File: src/rtl/hex_scan_driver.sv
// hex_scan_driver
//   Time-multiplexed driver for an 8-digit, active-low seven-segment display.
//   A prescaler produces one tick every SCAN_DIV cycles, and each tick moves
//   the scan to the next digit slot. The inputs are captured once per frame,
//   on the tick that starts digit 0, so a frame is never torn. Leading zeros
//   can be suppressed, and every digit can be forced dark on its own.
//
// Ports
//   clk100_i       system clock, rising edge
//   rst_i          asynchronous active-high reset
//   data_i         32-bit value; nibble k drives digit k (digit 0 rightmost)
//   digit_en_i     per-digit enable (0 = dark)
//   blank_zeros_i  1 = suppress leading-zero digits
//   hex_led_o      segments {g,f,e,d,c,b,a}, active-low, registered
//   hex_sel_o      digit selects, active-low, at most one low, registered
//   frame_o        one-cycle pulse while digit 0 of a new frame is first shown
module hex_scan_driver #(
  parameter int unsigned SCAN_DIV = 100000
) (
  input  logic        clk100_i,
  input  logic        rst_i,
  input  logic [31:0] data_i,
  input  logic [7:0]  digit_en_i,
  input  logic        blank_zeros_i,
  output logic [6:0]  hex_led_o,
  output logic [7:0]  hex_sel_o,
  output logic        frame_o
);

  localparam int unsigned DW = (SCAN_DIV > 1) ? $clog2(SCAN_DIV) : 1;
  localparam logic [DW-1:0] DIV_MAX = DW'(SCAN_DIV - 1);

  logic [DW-1:0] div_cnt_q, div_cnt_d;
  logic [2:0]    idx_q, idx_d;
  logic [31:0]   shadow_q;
  logic [7:0]    en_sh_q;
  logic          bz_sh_q;
  logic [6:0]    led_q, led_d;
  logic [7:0]    sel_q, sel_d;
  logic          frame_q;

  logic          tick;
  logic          frame_start;
  logic [31:0]   data_cur;
  logic [7:0]    en_cur;
  logic          bz_cur;
  logic [2:0]    top;
  logic [3:0]    nib;
  logic          lit;

  function automatic logic [6:0] seg_decode(input logic [3:0] n);
    logic [6:0] s;
    unique case (n)
      4'h0: s = 7'b1000000;
      4'h1: s = 7'b1111001;
      4'h2: s = 7'b0100100;
      4'h3: s = 7'b0110000;
      4'h4: s = 7'b0011001;
      4'h5: s = 7'b0010010;
      4'h6: s = 7'b0000010;
      4'h7: s = 7'b1111000;
      4'h8: s = 7'b0000000;
      4'h9: s = 7'b0010000;
      4'hA: s = 7'b0001000;
      4'hB: s = 7'b0000011;
      4'hC: s = 7'b1000110;
      4'hD: s = 7'b0100001;
      4'hE: s = 7'b0000110;
      default: s = 7'b0001110;
    endcase
    return s;
  endfunction

  assign tick        = (div_cnt_q == DIV_MAX);
  assign frame_start = tick && (idx_q == 3'd7);
  assign div_cnt_d   = tick ? '0 : div_cnt_q + DW'(1);
  assign idx_d       = idx_q + 3'd1;

  // Digit 0 is decoded in the same tick that captures the frame, so the
  // freshly sampled inputs bypass the shadow registers for that slot.
  assign data_cur = frame_start ? data_i        : shadow_q;
  assign en_cur   = frame_start ? digit_en_i    : en_sh_q;
  assign bz_cur   = frame_start ? blank_zeros_i : bz_sh_q;

  // Highest nonzero nibble; the ascending scan leaves the top-most one.
  always_comb begin
    top = '0;
    for (int unsigned k = 1; k < 8; k++) begin
      if (data_cur[4*k +: 4] != 4'h0) begin
        top = 3'(k);
      end
    end
  end

  assign nib = data_cur[{idx_d, 2'b00} +: 4];
  assign lit = en_cur[idx_d] && (!bz_cur || (idx_d <= top));

  always_comb begin
    sel_d = '1;
    led_d = '1;
    if (lit) begin
      sel_d = ~(8'd1 << idx_d);
      led_d = seg_decode(nib);
    end
  end

  always_ff @(posedge clk100_i or posedge rst_i) begin
    if (rst_i) begin
      div_cnt_q <= '0;
      idx_q     <= 3'd7;
      shadow_q  <= '0;
      en_sh_q   <= '0;
      bz_sh_q   <= 1'b0;
      led_q     <= '1;
      sel_q     <= '1;
      frame_q   <= 1'b0;
    end else begin
      div_cnt_q <= div_cnt_d;
      frame_q   <= frame_start;
      if (frame_start) begin
        shadow_q <= data_i;
        en_sh_q  <= digit_en_i;
        bz_sh_q  <= blank_zeros_i;
      end
      if (tick) begin
        idx_q <= idx_d;
        led_q <= led_d;
        sel_q <= sel_d;
      end
    end
  end

  assign hex_led_o = led_q;
  assign hex_sel_o = sel_q;
  assign frame_o   = frame_q;

endmodule

File: config.mk
export PLATFORM = sky130hd
export DESIGN_NAME = hex_scan_driver
export DESIGN_NICKNAME = d
export VERILOG_FILES = /design/src/rtl/hex_scan_driver.sv
export SDC_FILE = /design/constraint.sdc
export NUM_CORES = 1
export LEC_CHECK = 0
export ABC_CLOCK_PERIOD_IN_PS = 6400
export BUFFER_PORTS_ARGS = -buffer_cell sky130_fd_sc_hd__buf_2
export CORE_UTILIZATION = 25
export DETAILED_ROUTE_END_ITERATION = 10
export GPL_TIMING_DRIVEN = 0
export PLACE_DENSITY = 0.42
export SYNTH_ARGS = -nofsm -noshare
export SYNTH_HDL_FRONTEND = slang
export SYNTH_SLANG_ARGS = --single-unit
File: constraint.sdc
create_clock -name clk100_i -period 6.4 [get_ports clk100_i]
set_clock_uncertainty 0.2 [all_clocks]
set_input_delay 0.64 -clock clk100_i [delete_from_list [all_inputs] [get_ports clk100_i]]
set_output_delay 0.64 -clock clk100_i [all_outputs]
set_load 0.02 [all_outputs]
Word level (Yosys, flattened, before mapping)
Memories as Yosys holds them, arrays and structs flattened.
Cells that the tools add are included.
- memory bits (read-only): 112
- register bits: 77
- memories kept: 1
- $lt $le $gt $ge: 2
- bitwise gates (word level): 1
- shift operators: 2
- muxes and demuxes: 15
- add/subtract/negate cells: 2
- reductions and logical operators: 11
- eq/ne operators: 2
- memories (name ; words ; width ; rd ports ; clocked after memory_dff ; write ports ; RTL line ; RTL):
    (name not given) ; 16 ; 7 ; 1 ; 0 ; 0 ; 53 ; unique case (n)
- operator list (operator ; count):
    $mux W32 ; 1
    $shiftx A32 B6 Y4 ; 1
    $reduce_bool A4 Y1 ; 7
    $mux W3 ; 6
    $add A17 B1 Y17 const B ; 1
    $eq A17 B17 Y1 const B ; 1
    $mux W17 ; 1
    $mux W8 ; 2
    $not A8 Y8 ; 1
    $shl A1 B3 Y8 const A ; 1
    $mux W7 ; 1
    $lt A3 B4 Y1 const B ; 1
    $add A3 B1 Y3 const B ; 1
    $bmux W1 S3 ; 1
    $eq A3 B3 Y1 const B ; 1
    $le A3 B3 Y1 ; 1
    $mux W1 ; 3
    $logic_and A1 B1 Y1 ; 2
    $logic_not A1 Y1 ; 1
    $logic_or A1 B1 Y1 ; 1

Depth between registers and ports, before layout
Gate-level depths: netlist of run 1.
- word-level depth: 15
- depth in mapped cells: 21

Least setup slack after synthesis of run 1
OpenSTA, ideal clock, no wires.
- path type: reg2reg
- start point: register idx_q[0]
- end point: register led_q[0] (netlist: hex_led_o[0])
- stages on the path, launching flop included: 19
- arrival: 4.416 ns
- path slack: 1.700 ns
- library setup time: 0.083 ns
- path buffers: 2
- period minus slack after synthesis: 4.700 ns
- path through: dfstp_2 -> ha_1 -> ha_1 -> buf_2 -> inv_1 -> nor2_2 -> buf_2 -> mux2i_1 -> inv_1 -> or4_1 -> nor4_1 -> ha_1 -> o211ai_1 -> a2bb2oi_1 -> mux2i_1 -> or4_1 -> a21oi_2 -> o2111a_1 -> a211oi_2
- elaborated cells on any way between the ends: 29
- those cells by class: add/sub (1); order compare (1); eq/ne (1); shift (1); mux (13); reduce/logical (11); memory (1)
- RTL lines (what ; RTL line ; RTL):
    start: declaration ; 34 ; logic [2:0] idx_q, idx_d;
    start signal: assignment ; 126 ; idx_q <= idx_d;
    $eq A3 B3 Y1 * ; 75 ; assign frame_start = tick && (idx_q == 3'd7);
    $logic_and A1 B1 Y1 * ; 75 ;
    $mux W32 * ; -- ;
    net data_cur[25] ; 44 ; logic [31:0] data_cur;
    parallel branches: the longest is 6 deep, another holds $mem_v2 Z16 W7 ; -- ;
    $mux W7 * ; 101 ; if (lit) begin
    end signal: assignment ; 127 ; led_q <= led_d;
    end: declaration ; 38 ; logic [6:0] led_q, led_d;
Mark *: on every way through the listed nets, which the timed path passes. The select of a mux whose other input is x is not followed.
A chain may end at the register's enable or synchronous reset.

Worst setup path after layout of run 1
- start point: register div_cnt_q[0]
- end point: register led_q[0] (netlist: hex_led_o[0])
- elaborated cells on any way between the ends: 28
- those cells by class: order compare (1); eq/ne (1); shift (1); mux (13); reduce/logical (11); memory (1)
- RTL lines (what ; RTL line ; RTL):
    start: declaration ; 33 ; logic [DW-1:0] div_cnt_q, div_cnt_d;
    start signal: assignment ; 118 ; div_cnt_q <= div_cnt_d;
    $eq A17 B17 Y1 * ; 74 ; assign tick = (div_cnt_q == DIV_MAX);
    $logic_and A1 B1 Y1 * ; 75 ;
    $mux W32 * ; -- ;
    net data_cur[24] ; 44 ;
    parallel branches: the longest is 6 deep, another holds $mem_v2 Z16 W7 ; -- ;
    $mux W7 * ; 101 ;
Marked as above.

==> impl_results.md, run 1 <==
* CTS Buf Count at 9
* Vias at 3625
* Root buffer cell: clkbuf_16
* Largest delay contributor family on the critical path: simple AND/OR/NAND/NOR gates
* Critical-path top delay cell: or4_1
* Nets at 596
* CP max FO at 10
* Worst Path Buf+Inv at 3
* Final setup fails at 0
* CTS tree: built
* Ant diodes at 0
* Ys flop type: dfrtp_1
* Area share of fa/ha/maj cells after synthesis at 4.49%
* Die Y at 136 um
* Initial antenna violation count at 0
* Area Overhead vs Synth at 19.9%
* CP Data Required Time at 6470 ps
* Postcts setup bufs at 0
* Post-synthesis cell count at 467
* Post-Syn Area at 4460 um^2
* Worst vdd ir at 0.118 mV
* DRT Pass-1 Iters at 4
* Number of distinct library cells after synthesis at 60
* CTS Hold Bufs at 0
* Yosys top cell area share at 33.1%
* Complex-gate fraction of the synthesized area at 13.0%
* Pin count of the biggest net entering global routing at 40
* Area contributors post-synth: dfrtp_1 (33%), dfstp_2 (11%), nand2_1 (9.4%), ha_1 (4.5%), mux4_2 (4.0%)
* Pwr/cell area at 194 nW/um^2
* Post-route ant nets at 0
* Starting Density at 25.7%
* Max-Cap Viols at 0
* Yosys Warn Count at 0
* RSZ-0062 raised after global routing: no
* Slew at the pin closest to its max-slew limit at 830 ps
* Share of flip-flops with an asynchronous set or reset at 100%
* Vias in the first global route at 3687
* Die Wd at 136 um
* Hold Slack at 154 ps
* Post-detail-place hpwl at 9880 um
* CP startpoint kind: flip-flop
* Overall Power at 1.04 mW
* Global-route wire length before repair at 20900 um
* Setup TNS at 0 ps
* Clock transition at the registers of the reported paths at 60 ps
* Worst setup EP type: flip-flop
* Post-synthesis simple-gate area fraction at 22.0%
* Share of cells above drive strength 1 at 24.9%
* Mux contribution to synthesized area at 9.51%
* RD Place Congestion at 0.801
* Most common cell in the synthesized netlist: nand2_1
* Post-layout minimum cycle time at 5730 ps
* Die ar. at 18400 um^2
* Setup ws final at 667 ps
* Port bufs at 58
* Biggest area consumer among synthesized cells: dfrtp_1
* GRT Overall Usage at 15.4%
* Pre-CTS setup slack at 678 ps
* Fin util at 30.8%
* Number of DRC markers in iteration 0 at 201
* Critical Path AT at 5800 ps
* Period utilization at 89.6%
* Hold Path Class: input port to asynchronous set/reset pin
* CP max stage delay at 570 ps
* Max Freq at 174 MHz
* Worst-path cell chain: ha_1 -> and4_1 -> buf_4 -> nand4_1 -> nor2_2 -> buf_2 -> mux2i_1 -> inv_1 -> or4_1 -> nor4_1 -> ha_1 -> o211ai_1 -> a2bb2oi_1 -> mux2i_1 -> or4_1 -> a21oi_2 -> o2111a_1 -> a211oi_2
* Outcome: finished clean
* Synth cell count leaders: nand2_1 (112), dfrtp_1 (59), nor2_1 (28), inv_1 (20), dfstp_2 (18)
* Final Hold Fails at 0
* Core area at 17400 um^2
* Row count at 48
* Post-cts resize count at 0
* Yosys reg bits at 77
* Main combinational cell family by area after synthesis: simple AND/OR/NAND/NOR gates
* Total grt overflow at 0
* H-tree levels at 3
* Syn_area_per_cell at 9.55 um^2
* DRT Wirelength at 13200 um
* Pleak at 2.33 nW
* Max clock buf depth at 2
* EDFF count, synth at 0
* Clock sinks at 77
* Synth Area in XOR/XNOR at 2.75%
* Critical path class: flip-flop to flip-flop
* Slew HR at 44.7%
* Routed wire length per instance at 17.2 um
* Sequential fraction of the synthesis area at 43.7%
* Ports at 59
* Vias/cell at 4.73
* Residual DRC at 0
* Worst skew pair latency at 340 ps
* Synth Net Count at 526
* Slew Limit Fails at 0
## cell families (layout without fill, tap and decap cells)
family / after synthesis / after routing
AOI/OAI and AO/OA: 82 / 82
xor gates and xnor gates: 14 / 14
adders and majority gates: 16 / 16
buffers and inverters: 43 / 118
DFF: 77 / 77
muxes: 30 / 30
and+or+nand+nor: 205 / 205
## power breakdown
part / internal, mW / leakage, nW / switching, mW
clock: 0.312 / 0.147 / 0.204
sequential: 0.487 / 0.868 / 0
combinational: 0.0131 / 1.31 / 0.0198
total: 0.812 / 2.33 / 0.224
## layout by cell type, fill, tap and decap left out, drive strengths merged, types with 8 or more instances in the layout
cell type,n
nand2,114
buf,72
dfrtp,59
nor2,30
clkbuf,22
inv,21
o21ai,20
dfstp,18
ha,16
a21oi,16
nand3,14
mux2i,13
a211oi,12
a22oi,11
mux2,9
mux4,8
xnor2,8
## path summary, 6_finish.rpt
kind	startpoint	end	slack [ps]	cells past startpoint
setup reg to reg	div_cnt_q[0]$_DFF_PP0_	hex_led_o[0]$_DFFE_PP1N_	670	18
max in group asynchronous	rst_i	hex_led_o[4]$_DFFE_PP1N_	5190	3
min in group clk100_i	en_sh_q[7]$_DFF_PP0_	en_sh_q[7]$_DFF_PP0_	270	2
hold / removal	rst_i	bz_sh_q$_DFF_PP0_	150	2
hold reg to reg	en_sh_q[7]$_DFF_PP0_	en_sh_q[7]$_DFF_PP0_	270	2
setup / recovery	div_cnt_q[0]$_DFF_PP0_	hex_led_o[0]$_DFFE_PP1N_	670	18
## registers in the layout, indices dropped and copies added (netlist names)
| register | flops |
|---|---|
| hex_led_o | 7 |
| hex_sel_o | 8 |
| en_sh_q | 8 |
| shadow_q | 32 |
| idx_q | 3 |
| div_cnt_q | 17 |
| bz_sh_q | 1 |
| frame_o | 1 |
## per-layer routing
metal / track usage [%] / up-vias / share of wire [%]
met3: 4.04 / 10 / 4.9
met1: 21.3 / 1758 / 49
li1: - / 1778 / -
met4: 3.68 / 0 / 0.90
met5: 0 / - / 0
met2: 23.6 / 79 / 45
## metrics by stage
step | instances | area (um^2)
finish | 767 | 5350
global route | 767 | 5350
CTS | 767 | 5350
detailed placement | 751 | 5050
global placement | 750 | 5030
floorplan | 467 | 4460
## area by class of cell
cell class	count	area (um^2)
Inverter	20	77.6
Fill cell	1835	12000
Sequential cell	77	1950
Clock inverter	4	46.3
Clock buffer	12	246
Tap cell	225	282
Buffer	23	125
Timing Repair Buffer	59	310
Multi-Input combinational cell	347	2310
## worst register-to-register path, stage by stage (launching register included)
cell and delay, ps:
dfrtp_1 370, ha_1 210, and4_1 200, buf_4 160
nand4_1 370, nor2_2 410, buf_2 340, mux2i_1 220
inv_1 60, or4_1 570, nor4_1 480, ha_1 350
o211ai_1 200, a2bb2oi_1 180, mux2i_1 100, or4_1 570
a21oi_2 360, o2111a_1 280, a211oi_2 50
(Power assumes the default switching activity.)
==> run 2: changes to the inputs <==
--- a/config.mk
+++ b/config.mk
@@ -7,10 +7,11 @@
 export LEC_CHECK = 0
 export ABC_CLOCK_PERIOD_IN_PS = 6400
 export BUFFER_PORTS_ARGS = -buffer_cell sky130_fd_sc_hd__buf_2
-export CORE_UTILIZATION = 25
+export CORE_UTILIZATION = 56
 export DETAILED_ROUTE_END_ITERATION = 10
 export GPL_TIMING_DRIVEN = 0
-export PLACE_DENSITY = 0.42
+export PLACE_DENSITY = 0.79
+export RECOVER_POWER = 50
 export SYNTH_ARGS = -nofsm -noshare
 export SYNTH_HDL_FRONTEND = slang
 export SYNTH_SLANG_ARGS = --single-unit
==> run 2 against run 1 <==
Against the previous run: the run now ends with capacitance limit, slew limit left; cell count is 16% lower; flip-flop and latch count stayed put; core utilization is 35 points higher; global-route usage is 13 points higher; sequential share of layout area is 2.1 points higher; register-to-register slack better by 50 ps; setup slack better by 46 ps; final area is 5.4% lower; clock power is 34% lower; critical path type unchanged; largest cell class unchanged; largest power group is now registers.
==> impl_results.md, run 2 (synthesis results as in run 1) <==
* Post-detail-place hpwl at 8210 um (-17%)
* Vias/cell at 5.93 (+25%)
* Row count at 32 (-33%)
* Number of DRC markers in iteration 0 at 336 (+67%)
* Worst vdd ir at 0.0979 mV (-17%)
* Share of cells above drive strength 1 at 24.9% (unchanged)
* Period utilization at 88.9% (-0.71 points)
* Overall Power at 0.855 mW (-17%)
* Critical path class: flip-flop to flip-flop
* CTS tree: built
* Largest delay contributor family on the critical path: simple AND/OR/NAND/NOR gates
* Max reg flops at 32 (unchanged)
* Die Wd at 91.3 um (-33%)
* Post-route ant nets at 0 (unchanged)
* Total grt overflow at 0 (unchanged)
* Root buffer cell: clkbuf_8
* Pre-CTS setup slack at 807 ps (+129 ps)
* Post-layout minimum cycle time at 5690 ps (-45.7 ps)
* Critical Path AT at 5790 ps (about the same)
* CTS Buf Count at 9 (unchanged)
* CP startpoint kind: flip-flop
* Worst skew pair latency at 370 ps (+30 ps)
* Slew HR at -66.7% (-110 points)
* Pleak at 2.25 nW (-3.3%)
* Ports at 59 (unchanged)
* Vias at 3816 (+5.3%)
* CTS Hold Bufs at 0 (unchanged)
* Biggest regs: shadow_q x32, div_cnt_q x17
* DRT Pass-1 Iters at 5 (+1)
* Largest Register: shadow_q
* Outcome: complete, but fails checks
* Core area at 7730 um^2 (-55%)
* RD Place Congestion at 0.896 (+12%)
* Nets at 596 (unchanged)
* Most common library cell in the layout ignoring fill and taps: nand2_1
* Slew at the pin closest to its max-slew limit at 2500 ps (+1670 ps)
* Fin area at 5060 um^2 (-5.4%)
* DRT Wirelength at 11000 um (-16%)
* Pin count of the biggest net entering global routing at 48 (+20%)
* Initial antenna violation count at 0 (unchanged)
* Vias in the first global route at 3785 (+2.7%)
* Post-place instance area at 4910 um^2 (-2.9%)
* H-tree levels at 3 (unchanged)
* RSZ-0062 raised after global routing: no
* Port bufs at 58 (unchanged)
* Setup TNS at 0 ps (unchanged)
* Ant diodes at 0 (unchanged)
* Residual DRC at 0 (unchanged)
* CP Data Required Time at 6500 ps (+30 ps)
* Starting Density at 57.7% (+32 points)
* Final setup fails at 0 (unchanged)
* Global-route wire length before repair at 18400 um (-12%)
* Max clock buf depth at 2 (unchanged)
* Die ar. at 8330 um^2 (-55%)
* Clock sinks at 77 (unchanged)
* Final Hold Fails at 0 (unchanged)
* Worst-path cell chain: buf_6 -> nor4_1 -> nand4_1 -> nor2_2 -> buf_2 -> mux2i_1 -> inv_1 -> or4_1 -> nor4_1 -> ha_1 -> o211ai_1 -> a2bb2oi_1 -> mux2i_1 -> or4_1 -> a21oi_2 -> and2_1 -> a211oi_2
* Worst Path Buf+Inv at 3 (unchanged)
* GRT Overall Usage at 28.7% (+13 points)
* CP max stage delay at 560 ps (about the same)
* Setup ws final at 712 ps (+45.7 ps)
* Postcts setup bufs at 0 (unchanged)
* Die Y at 91.3 um (-33%)
* Routed wire length per instance at 17.1 um (-0.12%)
* Commonest non-fill, non-tap cells in the layout: nand2_1 (112), buf_2 (61), dfrtp_1 (59)
* Failing checks: capacitance limit, slew limit
* CP max FO at 10 (unchanged)
* Max-Cap Viols at 1 (+1)
* Post-cts resize count at 0 (unchanged)
* Area Overhead vs Synth at 13.4%
* Clock transition at the registers of the reported paths at 90 ps (+30 ps)
* Fin util at 65.5% (+35 points)
* Hold Path Class: flip-flop to flip-flop
* Pwr/cell area at 169 nW/um^2 (-13%)
* Slew Limit Fails at 48 (+48)
* Critical-path top delay cell: or4_1
* Worst setup EP type: flip-flop
* Max Freq at 176 MHz (+0.80%)
-- run 2: changes by cell type in the layout (fill, tap and decap cells not counted), moves of 2 or more --
cell / change
clkinvlp_4: +2
clkbuf_8: +9
inv_4: -2
clkbuf_16: -9
-- run 2: per-layer routing --
metal | global-route usage, % | wire, um | share of wire, % | vias up
li1 | - | - | - | 1781
met1 | 38.1 | 4880 | 44 | 1857
met2 | 45.7 | 5200 | 47 | 151
met3 | 6.11 | 655 | 5.9 | 27
met4 | 12.4 | 294 | 2.7 | 0
met5 | 0 | 0 | 0 | -
-- run 2: report_power, final --
| group | internal [mW] | total, mW | leakage, nW | switching, mW |
|---|---|---|---|---|
| Clock | 0.150 | 0.339 | 0.0880 | 0.189 |
| Sequential | 0.487 | 0.487 | 0.868 | 0 |
| Combinational | 0.0119 | 0.0301 | 1.30 | 0.0182 |
| Total | 0.648 | 0.855 | 2.25 | 0.207 |
-- run 2: layout make-up --
type / instances / area, um^2
fillers: 621 / 2670
well taps: 102 / 128
clock buffers: 10 / 138
clock inverters: 6 / 38.8
inverters: 20 / 76.3
flip-flops and latches: 77 / 1950
multi-input cells: 347 / 2310
repair buffers: 59 / 293
plain buffers: 23 / 125
-- run 2: final timing paths --
check                                        start                       end  slack, ps  cells past startpoint
setup / recovery           div_cnt_q[11]$_DFF_PP0_  hex_led_o[3]$_DFFE_PP1N_        710                     17
hold / removal               shadow_q[1]$_DFF_PP0_     shadow_q[1]$_DFF_PP0_        270                      2
setup reg to reg           div_cnt_q[11]$_DFF_PP0_  hex_led_o[3]$_DFFE_PP1N_        710                     17
hold reg to reg              shadow_q[1]$_DFF_PP0_     shadow_q[1]$_DFF_PP0_        270                      2
max in group asynchronous                    rst_i    div_cnt_q[0]$_DFF_PP0_       2760                      3
min in group asynchronous                    rst_i      en_sh_q[6]$_DFF_PP0_        360                      2
-- run 2: worst min-delay path: stages (launching register included) --
cell and delay, ps:
dfrtp_1 350, nand2_1 50, nand2_1 50
-- run 2: per-stage QoR --
stage	cells	hold WS [ps]
6_report	644	272
3_5_place_dp	628	261
3_3_place_gp	627	246
2_1_floorplan	467	234
4_1_cts	644	82.2
5_1_grt	644	289
==> run 3: changes to the inputs <==
--- a/config.mk
+++ b/config.mk
@@ -7,10 +7,10 @@
 export LEC_CHECK = 0
 export ABC_CLOCK_PERIOD_IN_PS = 6400
 export BUFFER_PORTS_ARGS = -buffer_cell sky130_fd_sc_hd__buf_2
-export CORE_UTILIZATION = 56
+export CORE_UTILIZATION = 55
 export DETAILED_ROUTE_END_ITERATION = 10
 export GPL_TIMING_DRIVEN = 0
-export PLACE_DENSITY = 0.79
+export PLACE_DENSITY = 0.78
 export RECOVER_POWER = 50
 export SYNTH_ARGS = -nofsm -noshare
 export SYNTH_HDL_FRONTEND = slang
==> run 3 against run 2 <==
Against the previous run: the run still ends with capacitance limit, slew limit left; critical path depth increased by 1; count of clock-buffer cells in the layout increased by 1; sequential share of layout area decreased by 0.53 points; critical path type unchanged.
==> impl_results.md, run 3 (synthesis results as in run 1) <==
* Starting Density at 57.4% (-0.30 points)
* Failing checks: capacitance limit, slew limit
* Worst Setup SP: div_cnt_q[0]$_DFF_PP0_
* DRT Pass-1 Iters at 6 (+1)
* Fin area at 5130 um^2 (+1.4%)
* Area Overhead vs Synth at 15.0%
* RR Startpoint: div_cnt_q[0]$_DFF_PP0_
* Post-detail-place hpwl at 8170 um (-0.52%)
* Postcts setup bufs at 0 (unchanged)
* DRT Wirelength at 11200 um (+1.8%)
* Root buffer cell: clkbuf_8
* Core area at 7770 um^2 (+0.52%)
* Hold Path Class: flip-flop to flip-flop
* Global-route wire length before repair at 18400 um (+0.19%)
* Largest Register: shadow_q
* Critical-path top delay cell: or4_1
* Slew HR at -46.8% (+20 points)
* Slew Limit Fails at 80 (+67%)
* Clock sinks at 77 (unchanged)
* H-tree levels at 3 (unchanged)
* Vias/cell at 5.93 (about the same)
* Max-Cap Viols at 2 (+1)
* RSZ-0062 raised after global routing: no
* Ant diodes at 0 (unchanged)
* Final Hold Fails at 0 (unchanged)
* Setup TNS at 0 ps (unchanged)
* Clock transition at the registers of the reported paths at 80 ps (about the same)
* Final setup fails at 0 (unchanged)
* Max Freq at 172 MHz (-2.0%)
* Slew at the pin closest to its max-slew limit at 2200 ps (-298 ps)
* Post-route ant nets at 0 (unchanged)
* Critical path class: flip-flop to flip-flop
* Vias at 3813 (-0.079%)
* Number of DRC markers in iteration 0 at 322 (-4.2%)
* GRT Overall Usage at 28.6% (-0.17 points)
* Post-cts resize count at 0 (unchanged)
* CP max FO at 10 (unchanged)
* Row count at 32 (unchanged)
* Worst setup EP type: flip-flop
* Biggest regs: shadow_q x32, div_cnt_q x17
* Setup crit end: hex_led_o[0]$_DFFE_PP1N_
* Total grt overflow at 0 (unchanged)
* Residual DRC at 0 (unchanged)
* Nets at 596 (unchanged)
* R2R setup slack at 600 ps (-110 ps)
* Die Y at 92.1 um (+0.88%)
* Critical Path AT at 5890 ps (+100 ps)
* Cells on Worst Hold Path at 2 (unchanged)
* Pin count of the biggest net entering global routing at 42 (-13%)
* Post-layout minimum cycle time at 5800 ps (+114 ps)
* Ports at 59 (unchanged)
* CTS Hold Bufs at 0 (unchanged)
* CP max stage delay at 550 ps (about the same)
* Die Wd at 92.1 um (+0.88%)
* Worst skew pair latency at 370 ps (about the same)
* CP Data Required Time at 6490 ps (about the same)
* Vias in the first global route at 3654 (-3.5%)
* Pwr/cell area at 191 nW/um^2 (+13%)
* RD Place Congestion at 0.903 (+0.80%)
* Port bufs at 58 (unchanged)
* CP startpoint kind: flip-flop
* Commonest non-fill, non-tap cells in the layout: nand2_1 (112), buf_2 (61), dfrtp_1 (59)
* Pleak at 2.29 nW (+1.7%)
* Max reg flops at 32 (unchanged)
* Most common library cell in the layout ignoring fill and taps: nand2_1
* Post-place instance area at 4900 um^2 (-0.15%)
* Reg-to-reg endpoint: hex_led_o[0]$_DFFE_PP1N_
* Initial antenna violation count at 0 (unchanged)
* Routed wire length per instance at 17.5 um (+2.0%)
* Die ar. at 8470 um^2 (+1.8%)
* Outcome: complete, but fails checks
* Share of cells above drive strength 1 at 24.8% (-0.14 points)
* Worst vdd ir at 0.123 mV (+26%)
* Worst-path cell chain: ha_1 -> and4_1 -> buf_4 -> nand4_1 -> nor2_2 -> buf_2 -> mux2i_1 -> inv_1 -> or4_1 -> nor4_1 -> ha_1 -> o211ai_1 -> a2bb2oi_1 -> mux2i_1 -> or4_1 -> a21oi_2 -> and2_1 -> a211oi_2
* CTS Buf Count at 9 (unchanged)
* Period utilization at 90.7% (+1.8 points)
* Max clock buf depth at 2 (unchanged)
* CTS tree: built
* Reg2Reg Depth at 18 (+1)
run 3: cell count changes in the layout (fill, tap and decap cells not counted):
| cell | before | now |
|---|---|---|
| bufinv_16 | 0 | 3 |
| clkbuf_8 | 10 | 11 |
| clkinv_2 | 3 | 1 |
| clkinv_4 | 1 | 0 |
| clkinvlp_4 | 2 | 0 |
run 3: power by group:
part / switching [mW] / internal, mW
clock network: 0.185 / 0.278
logic: 0.0183 / 0.0119
registers: 0 / 0.487
run 3: metal layers:
| layer | GRT usage [%] | wire, um | up-vias | share of wire (%) |
|---|---|---|---|---|
| met1 | 39.5 | 4860 | 1816 | 43 |
| met5 | 0 | 0 | - | 0 |
| met3 | 4.39 | 828 | 35 | 7.4 |
| met2 | 44.2 | 5190 | 183 | 46 |
| met4 | 13.5 | 351 | 0 | 3.1 |
| li1 | - | - | 1779 | - |
run 3: critical path, delay by kind of cell, from the launching register on:
kind / cells / cell delay [ps]
DFF: 1 / 400
AOI/OAI and AO/OA: 4 / 800
buffers and inverters: 3 / 600
adders and majority gates: 2 / 570
and+or+nand+nor: 7 / 2820
muxes: 2 / 330
run 3: worst min-delay path by stage:
| stage | start | to | slack (ps) |
|---|---|---|---|
| final | shadow_q[3]$_DFF_PP0_ | shadow_q[3]$_DFF_PP0_ | 270 |
| after floorplan | en_sh_q[6]$_DFF_PP0_ | en_sh_q[6]$_DFF_PP0_ | 230 |
| after global placement | en_sh_q[5]$_DFF_PP0_ | en_sh_q[5]$_DFF_PP0_ | 240 |
| after CTS | rst_i | div_cnt_q[14]$_DFF_PP0_ | 110 |
| after detailed placement | shadow_q[3]$_DFF_PP0_ | shadow_q[3]$_DFF_PP0_ | 260 |
| after global routing | digit_en_i[6] | en_sh_q[6]$_DFF_PP0_ | 300 |
run 3: area by class of cell:
cell class,count,area [um^2]
inverters,20,76.3
flip-flops and latches,77,1950
plain buffers,23,125
fillers,652,2640
repair buffers,59,293
clock inverters,4,95.1
well taps,102,128
clock buffers,11,151
multi-input cells,347,2310
run 3: per-stage QoR:
step	worst slack (ps)	utilization [%]	power, mW	hold slack (ps)	instances
floorplan	1700	-	0.506	234	467
global placement	831	62.8	0.526	245	627
detailed placement	745	63.1	0.528	255	628
CTS	737	66.3	0.986	113	643
global route	248	66.0	1.01	295	643
finish	598	66.0	0.979	270	643
